$ cat src/rtl/mem_arbiter_pkg.sv
// Shared memory-side definitions for the fetch/data memory arbiter.
package mem_arbiter_pkg;

    localparam logic MEM_ROM = 1'b0;
    localparam logic MEM_RAM = 1'b1;

    typedef enum logic [1:0] {
        IDLE   = 2'd0,
        ACCESS = 2'd1,
        RESP   = 2'd2
    } arb_state_t;

    // Bookkeeping carried from accept to the response cycle
    typedef struct packed {
        logic owner;  // 1 = data port
        logic write;
        logic err;
    } req_meta_t;

endpackage

$ cat src/rtl/mem_arbiter_rr_arbiter2.sv
// Two-requester round-robin arbiter with a last-grant pointer and one-hot grant.
module rr_arbiter2 (
    input  logic       clock,
    input  logic       reset,
    input  logic [1:0] req,
    input  logic       advance,
    output logic [1:0] grant_c
);

    // 1 = requester 1 won last; reset value lets requester 0 win first contention
    logic last_grant;

    always_ff @(posedge clock) begin
        if (reset) begin
            last_grant <= 1'b1;
        end else if (advance) begin
            last_grant <= grant_c[1];
        end
    end

    always_comb begin
        grant_c = 2'b00;
        case (req)
            2'b01:   grant_c = 2'b01;
            2'b10:   grant_c = 2'b10;
            2'b11:   grant_c = last_grant ? 2'b01 : 2'b10;
            default: grant_c = 2'b00;
        endcase
    end

endmodule

$ cat src/rtl/mem_arbiter.sv
// Arbitrates a fetch port and a data port onto one memory, one access per two cycles.
module mem_arbiter
    import mem_arbiter_pkg::*;
#(
    parameter int unsigned ADDR_W = 32,
    parameter int unsigned DATA_W = 32,
    parameter int unsigned DEPTH  = 64
) (
    input  logic              clock,
    input  logic              reset,
    input  logic              if_req_valid,
    output logic              if_req_ready,
    input  logic [ADDR_W-1:0] if_req_addr,
    output logic              if_rsp_valid,
    output logic [DATA_W-1:0] if_rsp_data,
    output logic              if_rsp_err,
    input  logic              d_req_valid,
    output logic              d_req_ready,
    input  logic              d_req_write,
    input  logic              d_req_type,
    input  logic [ADDR_W-1:0] d_req_addr,
    input  logic [DATA_W-1:0] d_req_wdata,
    output logic              d_rsp_valid,
    output logic [DATA_W-1:0] d_rsp_data,
    output logic              d_rsp_err,
    output logic [ADDR_W-1:0] mem_address,
    output logic [DATA_W-1:0] mem_input_data,
    output logic              mem_write,
    output logic              mem_read,
    output logic              mem_type,
    input  logic [DATA_W-1:0] mem_output_data,
    output logic              grant_data
);

    localparam logic [ADDR_W:0] ADDR_LIMIT = (ADDR_W + 1)'(DEPTH);

    arb_state_t        state;
    arb_state_t        state_nxt;
    req_meta_t         cur;
    logic [1:0]        grant_c;
    logic              open_c;
    logic              accept_c;
    logic              sel_data_c;
    logic              sel_write_c;
    logic              sel_err_c;
    logic [ADDR_W-1:0] sel_addr_c;
    logic [DATA_W-1:0] rsp_word_c;

    assign open_c = !reset && ((state == IDLE) || (state == RESP));

    rr_arbiter2 u_rr (
        .clock   (clock),
        .reset   (reset),
        .req     ({d_req_valid, if_req_valid} & {2{open_c}}),
        .advance (accept_c),
        .grant_c (grant_c)
    );

    assign if_req_ready = grant_c[0];
    assign d_req_ready  = grant_c[1];
    assign accept_c     = |grant_c;

    // Granted request, muxed for registration at accept
    assign sel_data_c  = grant_c[1];
    assign sel_addr_c  = sel_data_c ? d_req_addr : if_req_addr;
    assign sel_write_c = sel_data_c && d_req_write;
    assign sel_err_c   = {1'b0, sel_addr_c} >= ADDR_LIMIT;
    assign rsp_word_c  = (cur.err || cur.write) ? '0 : mem_output_data;

    always_ff @(posedge clock) begin
        if (reset) begin
            state <= IDLE;
        end else begin
            state <= state_nxt;
        end
    end

    always_comb begin
        state_nxt = state;
        case (state)
            IDLE:    if (accept_c) state_nxt = ACCESS;
            ACCESS:  state_nxt = RESP;
            RESP:    state_nxt = accept_c ? ACCESS : IDLE;
            default: state_nxt = IDLE;
        endcase
    end

    // Memory strobes live only in ACCESS; responses are captured as ACCESS ends
    always_ff @(posedge clock) begin
        if (reset) begin
            cur            <= '0;
            mem_address    <= '0;
            mem_input_data <= '0;
            mem_type       <= MEM_ROM;
            mem_read       <= 1'b0;
            mem_write      <= 1'b0;
            grant_data     <= 1'b0;
            if_rsp_valid   <= 1'b0;
            if_rsp_data    <= '0;
            if_rsp_err     <= 1'b0;
            d_rsp_valid    <= 1'b0;
            d_rsp_data     <= '0;
            d_rsp_err      <= 1'b0;
        end else begin
            mem_read     <= 1'b0;
            mem_write    <= 1'b0;
            if_rsp_valid <= 1'b0;
            d_rsp_valid  <= 1'b0;
            if (accept_c) begin
                cur.owner      <= sel_data_c;
                cur.write      <= sel_write_c;
                cur.err        <= sel_err_c;
                mem_address    <= sel_addr_c;
                mem_type       <= sel_data_c ? d_req_type : MEM_ROM;
                mem_input_data <= sel_data_c ? d_req_wdata : '0;
                mem_read       <= !sel_err_c && !sel_write_c;
                mem_write      <= !sel_err_c && sel_write_c;
                grant_data     <= sel_data_c;
            end
            if (state == ACCESS) begin
                if (cur.owner) begin
                    d_rsp_valid <= 1'b1;
                    d_rsp_data  <= rsp_word_c;
                    d_rsp_err   <= cur.err;
                end else begin
                    if_rsp_valid <= 1'b1;
                    if_rsp_data  <= rsp_word_c;
                    if_rsp_err   <= cur.err;
                end
            end
        end
    end

endmodule

$ cat config.mk
export PLATFORM = sky130hd
export DESIGN_NAME = mem_arbiter
export DESIGN_NICKNAME = d
export VERILOG_FILES = /design/src/rtl/mem_arbiter_pkg.sv /design/src/rtl/mem_arbiter_rr_arbiter2.sv /design/src/rtl/mem_arbiter.sv
export SDC_FILE = /design/constraint.sdc
export NUM_CORES = 1
export LEC_CHECK = 0
export CAP_MARGIN = 20
export CORE_AREA = 2 2 169 88
export CTS_CLUSTER_SIZE = 14
export DETAILED_ROUTE_END_ITERATION = 12
export DIE_AREA = 0 0 171 90
export PLACE_DENSITY = 0.79
export SETUP_SLACK_MARGIN = 0.02
export SYNTH_ARGS = -nofsm -noshare
export SYNTH_HDL_FRONTEND = slang
export SYNTH_SLANG_ARGS = --single-unit
export TNS_END_PERCENT = 20
$ cat constraint.sdc
create_clock -name clock -period 1.6 [get_ports clock]
set_clock_uncertainty 0.15 [all_clocks]
set_input_delay 0.16 -clock clock [delete_from_list [all_inputs] [get_ports clock]]
set_output_delay 0.16 -clock clock [all_outputs]
set_load 0.02 [all_outputs]
; ---- Yosys cells after proc, flatten, opt, wreduce, memory -nomap -nowiden
; Cells that the tools add are included.
[totals]
output_inout_bits = 138
reg_bits = 141
[op_classes]
n_mux = 11
eq_ne = 6
n_bitwise = 4
order_cmp = 1
reduce_logical = 15
[ops]
columns = op, n
row1 = $mux W32, 3
row2 = $ge A32 B7 Y1 const B, 1
row3 = $pmux W2 S3, 2
row4 = $eq A2 B2 Y1 const B, 3
row5 = $reduce_or A2 Y1, 3
row6 = $eq A2 B1 Y1 const B, 2
row7 = $logic_and A1 B1 Y1, 4
row8 = $mux W1, 4
row9 = $mux W2, 2
row10 = $reduce_and A2 Y1, 2
row11 = $logic_not A1 Y1, 3
row12 = $not A1 Y1, 3
row13 = $and A2 B2 Y2, 1
row14 = $logic_not A2 Y1, 1
row15 = $logic_or A1 B1 Y1, 2
row16 = $ne A2 B2 Y1 const B, 1

; ---- Longest topological paths before layout
[depth]
ltp_word = 10
ltp_mapped = 6
mapped_depth_nobuf = 5

; ---- By module
; A second synthesis with hierarchy kept.
[unflattened]
cells_unflattened = 681
area_unflattened_um2 = 5605.4
[by_module_without_submodules]
columns = mod, cells_per_inst, seq_area_each_um2, n_inst, area_per_inst_um2
row1 = mem_arbiter, 675, 2802.7, 1, 5551.6
row2 = rr_arbiter2, 6, 20.0, 1, 53.8

; ---- Worst setup path before layout
; Ideal clock, no wire load.
[synth_timing]
path_type = flip-flop to flip-flop
start = register state[0]
end = register mem_address[26]
path_buffers = 1
t_arrival_ns = 1.180
period_less_slack_ns = 1.419
setup_slack_ns = 0.181
stages_incl_launch_ff = 7
setup_time_ns = 0.089
path_cell_list = dfxtp_1 > nor2_4 > nand3_4 > clkinv_2 > buf_2 > nand2_1 > a311oi_2
[synth_via]
elab_chain_cells = 7
[synth_lines]
columns = item, line
row1 = "start, declared", mem_arbiter.sv:37  ; arb_state_t state;
row2 = "start signal, assigned", mem_arbiter.sv:74  ; state <= state_nxt;
row3 = $eq A2 B2 Y1 or $logic_not A2 Y1 (tied branches), mem_arbiter.sv:49  ; assign open_c = !reset && ((state == IDLE) || (state == RESP));
row4 = $logic_or A1 B1 Y1 (*), mem_arbiter.sv:49
row5 = $logic_and A1 B1 Y1 (*), mem_arbiter.sv:49
row6 = $and A2 B2 Y2 (*), mem_arbiter.sv:54  ; .req ({d_req_valid, if_req_valid} & {2{open_c}}),
row7 = $eq A2 B2 Y1 or $eq A2 B1 Y1 (tied branches), mem_arbiter_rr_arbiter2.sv:23  ; case (req)
row8 = $pmux W2 S3 (*), mem_arbiter_rr_arbiter2.sv:23
row9 = $mux W32 or $reduce_or A2 Y1 (tied branches), "mem_arbiter.sv:65, mem_arbiter.sv:61"
row10 = "end signal, assigned", mem_arbiter.sv:113  ; mem_address <= sel_addr_c;
row11 = "end, declared", mem_arbiter.sv:26  ; output logic [ADDR_W-1:0] mem_address,
; Every way passes the cells marked *; elsewhere a longest branch is shown, timed or not.
; A chain may end at the register's enable or synchronous reset.

; ---- Worst setup path in the final report
[layout_timing]
start = register state[0]
end = register mem_address[17]
; The elaborated chain is that of the path after synthesis.

==> impl_results.html <==
<table>
<tr><th>Metric</th><th>Value</th></tr>
<tr><th colspan="2">Outcome</th></tr>
<tr><td>Outcome</td><td>finished with violations</td></tr>
<tr><td>Violated checks</td><td>hold timing</td></tr>
<tr><th colspan="2">Placement</th></tr>
<tr><td>Setup slack after placement</td><td>-0.621 ns</td></tr>
<tr><td>DP HPWL</td><td>approximately 13 mm</td></tr>
<tr><td>Post-Place Cells</td><td>1092</td></tr>
<tr><td>Area post-placement</td><td>8610 um^2</td></tr>
<tr><td>RePlAce Congestion</td><td>around 0.85</td></tr>
<tr><td>Port-buffer cells</td><td>271</td></tr>
<tr><th colspan="2">Synth</th></tr>
<tr><td>Post-synth top flop</td><td>dfxtp_1</td></tr>
<tr><td>Yosys Warn Count</td><td>0</td></tr>
<tr><td>Dominant cells by area after synthesis</td><td>dfxtp_1, nand2_1, a21oi_1, nand3_1, a311oi_2</td></tr>
<tr><td>Share of the yosys chip area belonging to registers</td><td>0.518</td></tr>
<tr><td>Yosys cell types</td><td>30</td></tr>
<tr><td>Fraction of post-synthesis cell area in the top cell type by area</td><td>0.518</td></tr>
<tr><td>FF+latch count, synth</td><td>141</td></tr>
<tr><td>Post-synth design cell area</td><td>around 5400 um^2</td></tr>
<tr><td>Share of flip-flops with an asynchronous set or reset</td><td>0</td></tr>
<tr><td>Count of flip-flops with a built-in enable after synthesis</td><td>0</td></tr>
<tr><td>Cell type with the highest aggregate area in the netlist</td><td>dfxtp_1</td></tr>
<tr><td>Number of cells produced by synthesis</td><td>634</td></tr>
<tr><td>Synthesized area per cell</td><td>between 8 and 9 um^2</td></tr>
<tr><td>Syn nets</td><td>768</td></tr>
<tr><th colspan="2">Clocking</th></tr>
<tr><td>Clk slew on worst S/H paths</td><td>~0.07 ns</td></tr>
<tr><td>Setup Fix Bufs, Post-CTS</td><td>0</td></tr>
<tr><td>Max Root-Sink Buffers</td><td>2</td></tr>
<tr><td>H-Tree Depth</td><td>4</td></tr>
<tr><td>Number of buffers added by the clock tree synthesis step</td><td>17</td></tr>
<tr><td>Clock root buffer master</td><td>clkbuf_16</td></tr>
<tr><td>Clock sink count</td><td>141</td></tr>
<tr><td>Clk Latency, worst-skew pair</td><td>0.40 ns</td></tr>
<tr><td>TritonCTS clock tree</td><td>yes</td></tr>
<tr><th colspan="2">Global routing</th></tr>
<tr><td>Overall fraction of global-route tracks in use</td><td>0.245</td></tr>
<tr><td>Largest net degree at the start of global routing</td><td>~140</td></tr>
<tr><td>First-pass GRT wire length</td><td>29.8 mm</td></tr>
<tr><td>Overflow left after global routing</td><td>0</td></tr>
<tr><td>Initial antenna violation count</td><td>0</td></tr>
<tr><td>Number of global-route vias before repair</td><td>5544</td></tr>
<tr><th colspan="2">Timing</th></tr>
<tr><td>Number of failing setup endpoints in the final timing report</td><td>0</td></tr>
<tr><td>Number of hold-slack violations in the final timing report</td><td>1</td></tr>
<tr><td>Final min period</td><td>roughly 1.6 ns</td></tr>
<tr><td>Relative slew slack</td><td>0.465</td></tr>
<tr><td>Maximum operating frequency</td><td>635 MHz</td></tr>
<tr><td>Fraction of the cycle the final worst path needs</td><td>0.985</td></tr>
<tr><td>Setup slack after layout</td><td>0.0242 ns</td></tr>
<tr><td>Max-slew violation count</td><td>0</td></tr>
<tr><td>Transition time at the pin with the least slew margin</td><td>~0.80 ns</td></tr>
<tr><td>Worst Hold Margin</td><td>-0.00437 ns</td></tr>
<tr><td>Unrepaired setup endpoints after global routing</td><td>yes</td></tr>
<tr><th colspan="2">Critical path</th></tr>
<tr><td>Cell chain of the critical path</td><td>nor2_4, nand3_4, clkinv_4, buf_12, clkbuf_16, nand2_1, a311oi_1</td></tr>
<tr><td>Slowest stage cell on the critical path</td><td>dfxtp_2</td></tr>
<tr><td>Startpoint class of the critical path</td><td>flop</td></tr>
<tr><td>CP peak stage delay</td><td>approximately 0.33 ns</td></tr>
<tr><td>Startpoint-to-endpoint class of the critical path</td><td>flop to flop</td></tr>
<tr><td>Critical Path Fanout Max</td><td>13</td></tr>
<tr><td>Kind of capture point of the worst setup path</td><td>flop</td></tr>
<tr><td>Data required time of the worst path</td><td>between 1.5 and 2 ns</td></tr>
<tr><td>Critical Path AT</td><td>1.73 ns</td></tr>
<tr><th colspan="2">Route</th></tr>
<tr><td>Number of optimization iterations in the first detailed-route pass</td><td>5</td></tr>
<tr><td>DRC violation total after the first TritonRoute iteration</td><td>477</td></tr>
<tr><td>Total wire length</td><td>19.3 mm</td></tr>
<tr><td>Via density per instance</td><td>just over 5</td></tr>
<tr><td>Total DRC errors in the routed layout</td><td>0</td></tr>
<tr><td>Wire length per cell</td><td>17.1 um</td></tr>
<tr><td>Routed Antenna Nets</td><td>0</td></tr>
<tr><td>Count of vias placed by the detailed router</td><td>5793</td></tr>
<tr><th colspan="2">Floorplanning</th></tr>
<tr><td>Area enclosed by the die boundary</td><td>~15000 um^2</td></tr>
<tr><td>Cell row count</td><td>31</td></tr>
<tr><td>Die extent in x</td><td>171 um</td></tr>
<tr><td>Vert. Die Dim</td><td>90 um</td></tr>
<tr><td>Top-Level Pins</td><td>272</td></tr>
<tr><td>Starting density of the core</td><td>0.388</td></tr>
<tr><td>Area of the placeable core</td><td>14000 um^2</td></tr>
<tr><th colspan="2">Cells and area</th></tr>
<tr><td>Area taken by flip-flops and latches</td><td>2830 um^2</td></tr>
<tr><td>Synthesis-to-finish area growth</td><td>68.8%</td></tr>
<tr><td>Fin nets</td><td>1053</td></tr>
<tr><td>Filler cell count</td><td>about 1200</td></tr>
<tr><td>Multi-input gate area</td><td>2440 um^2</td></tr>
<tr><td>Final Non-Filler Cells</td><td>1130</td></tr>
<tr><td>Fraction of layout instances using a drive strength above 1</td><td>0.126</td></tr>
<tr><td>Diode insertion count for antenna repair</td><td>0</td></tr>
<tr><td>Highest-count cells in the layout ignoring fill and taps</td><td>dfxtp_1, dlygate4sd2_1, clkdlybuf4s50_1</td></tr>
<tr><td>Finished Cell Area</td><td>around 9200 um^2</td></tr>
<tr><td>Most common cell after layout, fill and taps aside</td><td>dfxtp_1</td></tr>
<tr><th colspan="2">Power and ir drop</th></tr>
<tr><td>Clock power frac</td><td>0.414</td></tr>
<tr><td>Net switching power</td><td>2610 uW</td></tr>
<tr><td>Switching power share of the total</td><td>0.286</td></tr>
<tr><td>Seq pwr share</td><td>0.413</td></tr>
<tr><td>Leak Pwr</td><td>between 0.004 and 0.005 uW</td></tr>
<tr><td>Worst vdd ir</td><td>0.000496 V</td></tr>
<tr><td>Internal power</td><td>between 6000 and 7000 uW</td></tr>
<tr><td>Power Density</td><td>991 nW/um^2</td></tr>
<tr><td>Share of power burned in combinational logic</td><td>0.173</td></tr>
<tr><td>Total Power</td><td>9110 uW</td></tr>
<tr><th colspan="2">Worst hold path</th></tr>
<tr><td>Class of the tightest hold or removal check</td><td>input pin to flop</td></tr>
<tr><th colspan="2">Job</th></tr>
<tr><td>Max-cap violations</td><td>0</td></tr>
</table>
Yosys cell counts (14+ instances only):
| master | count |
|---|---|
| nand3_1 | 66 |
| dfxtp_1 | 141 |
| buf_2 | 28 |
| nor2_1 | 70 |
| nor4_1 | 14 |
| nand2_1 | 125 |
| a21oi_1 | 67 |
| a22oi_1 | 34 |
| clkbuf_1 | 18 |
| a311oi_2 | 20 |
power groups by stage:
stage	sequential, uW	clock, uW	combinational [uW]
6_report	3770	3770	1580
5_1_grt	3780	3990	1690
4_1_cts	3770	3850	1530
3_5_place_dp	3850	0	1630
3_3_place_gp	3850	0	1610
2_1_floorplan	4030	0	531
repair_timing:
action | 4_1_cts | 5_1_grt
endpoints found under the setup margin | 169 | 84
endpoints found under the hold margin | 0 | 4
pin swaps | 1 | 9
hold buffers | 0 | 4
gates resized for setup | 150 | 24
cloned | 0 | 2
kinds of logic (layout without fill, tap and decap cells):
family / Yosys count / count (layout) / share of synthesized area
AO/OA/AOI/OAI: 135 / 135 / 0.182
buffers and inverters: 57 / 355 / 0.0494
flip-flops: 141 / 141 / 0.518
multiplexers: 6 / 6 / 0.0110
AND/OR/NAND/NOR: 295 / 295 / 0.240
path summary, 6_finish.rpt:
kind              startpoint         endpoint  slack (ns)  cells past startpoint
min            d_req_addr[8]   mem_address[8]      -0.004                      3
max reg2reg         state[0]  mem_address[17]        0.02                      7
max                 state[0]  mem_address[17]        0.02                      7
min reg2reg  if_rsp_data[30]  if_rsp_data[30]        0.30                      2
metrics by stage:
| stage | setup TNS, ns | utilization |
|---|---|---|
| after global routing | -0.283 | 0.655 |
| after detailed placement | -18.32 | 0.613 |
| after global placement | -15.67 | 0.613 |
| after floorplan | 0 | - |
| after CTS | -0.0847 | 0.643 |
| final | 0 | 0.655 |
flip-flops by register name, indices dropped and copies added, names as in the netlist:
signal           flops
mem_read             1
d_rsp_valid          1
mem_write            1
state                2
mem_type             1
u_rr.last_grant      1
d_rsp_data          32
mem_input_data      32
mem_address         32
if_rsp_data         32
d_rsp_err            1
cur                  3
if_rsp_err           1
if_rsp_valid         1
critical path: cells and delay by family (launching register included):
family          cells  cell delay [ns]
simple gates        3             0.32
flops               1             0.33
compound gates      1             0.27
buf+inv             3             0.40
final cells by class:
cell class,count,area share
clock buffer,18,0.0477
clock inverter,14,0.0132
timing repair buffer,320,0.337
multi-input combinational,436,0.265
tap,198,0.0269
inverter,3,0.00231
sequential,141,0.307
metal layers:
metal  track usage  vias up  routed length [um]
li1              -     2793                   -
met1         0.336     2753                8590
met2         0.378      241                8910
met3        0.0806        6                1760
met4        0.0480        0                  66
met5             0        -                   0
No activity file was read; power rests on OpenSTA's default activity.
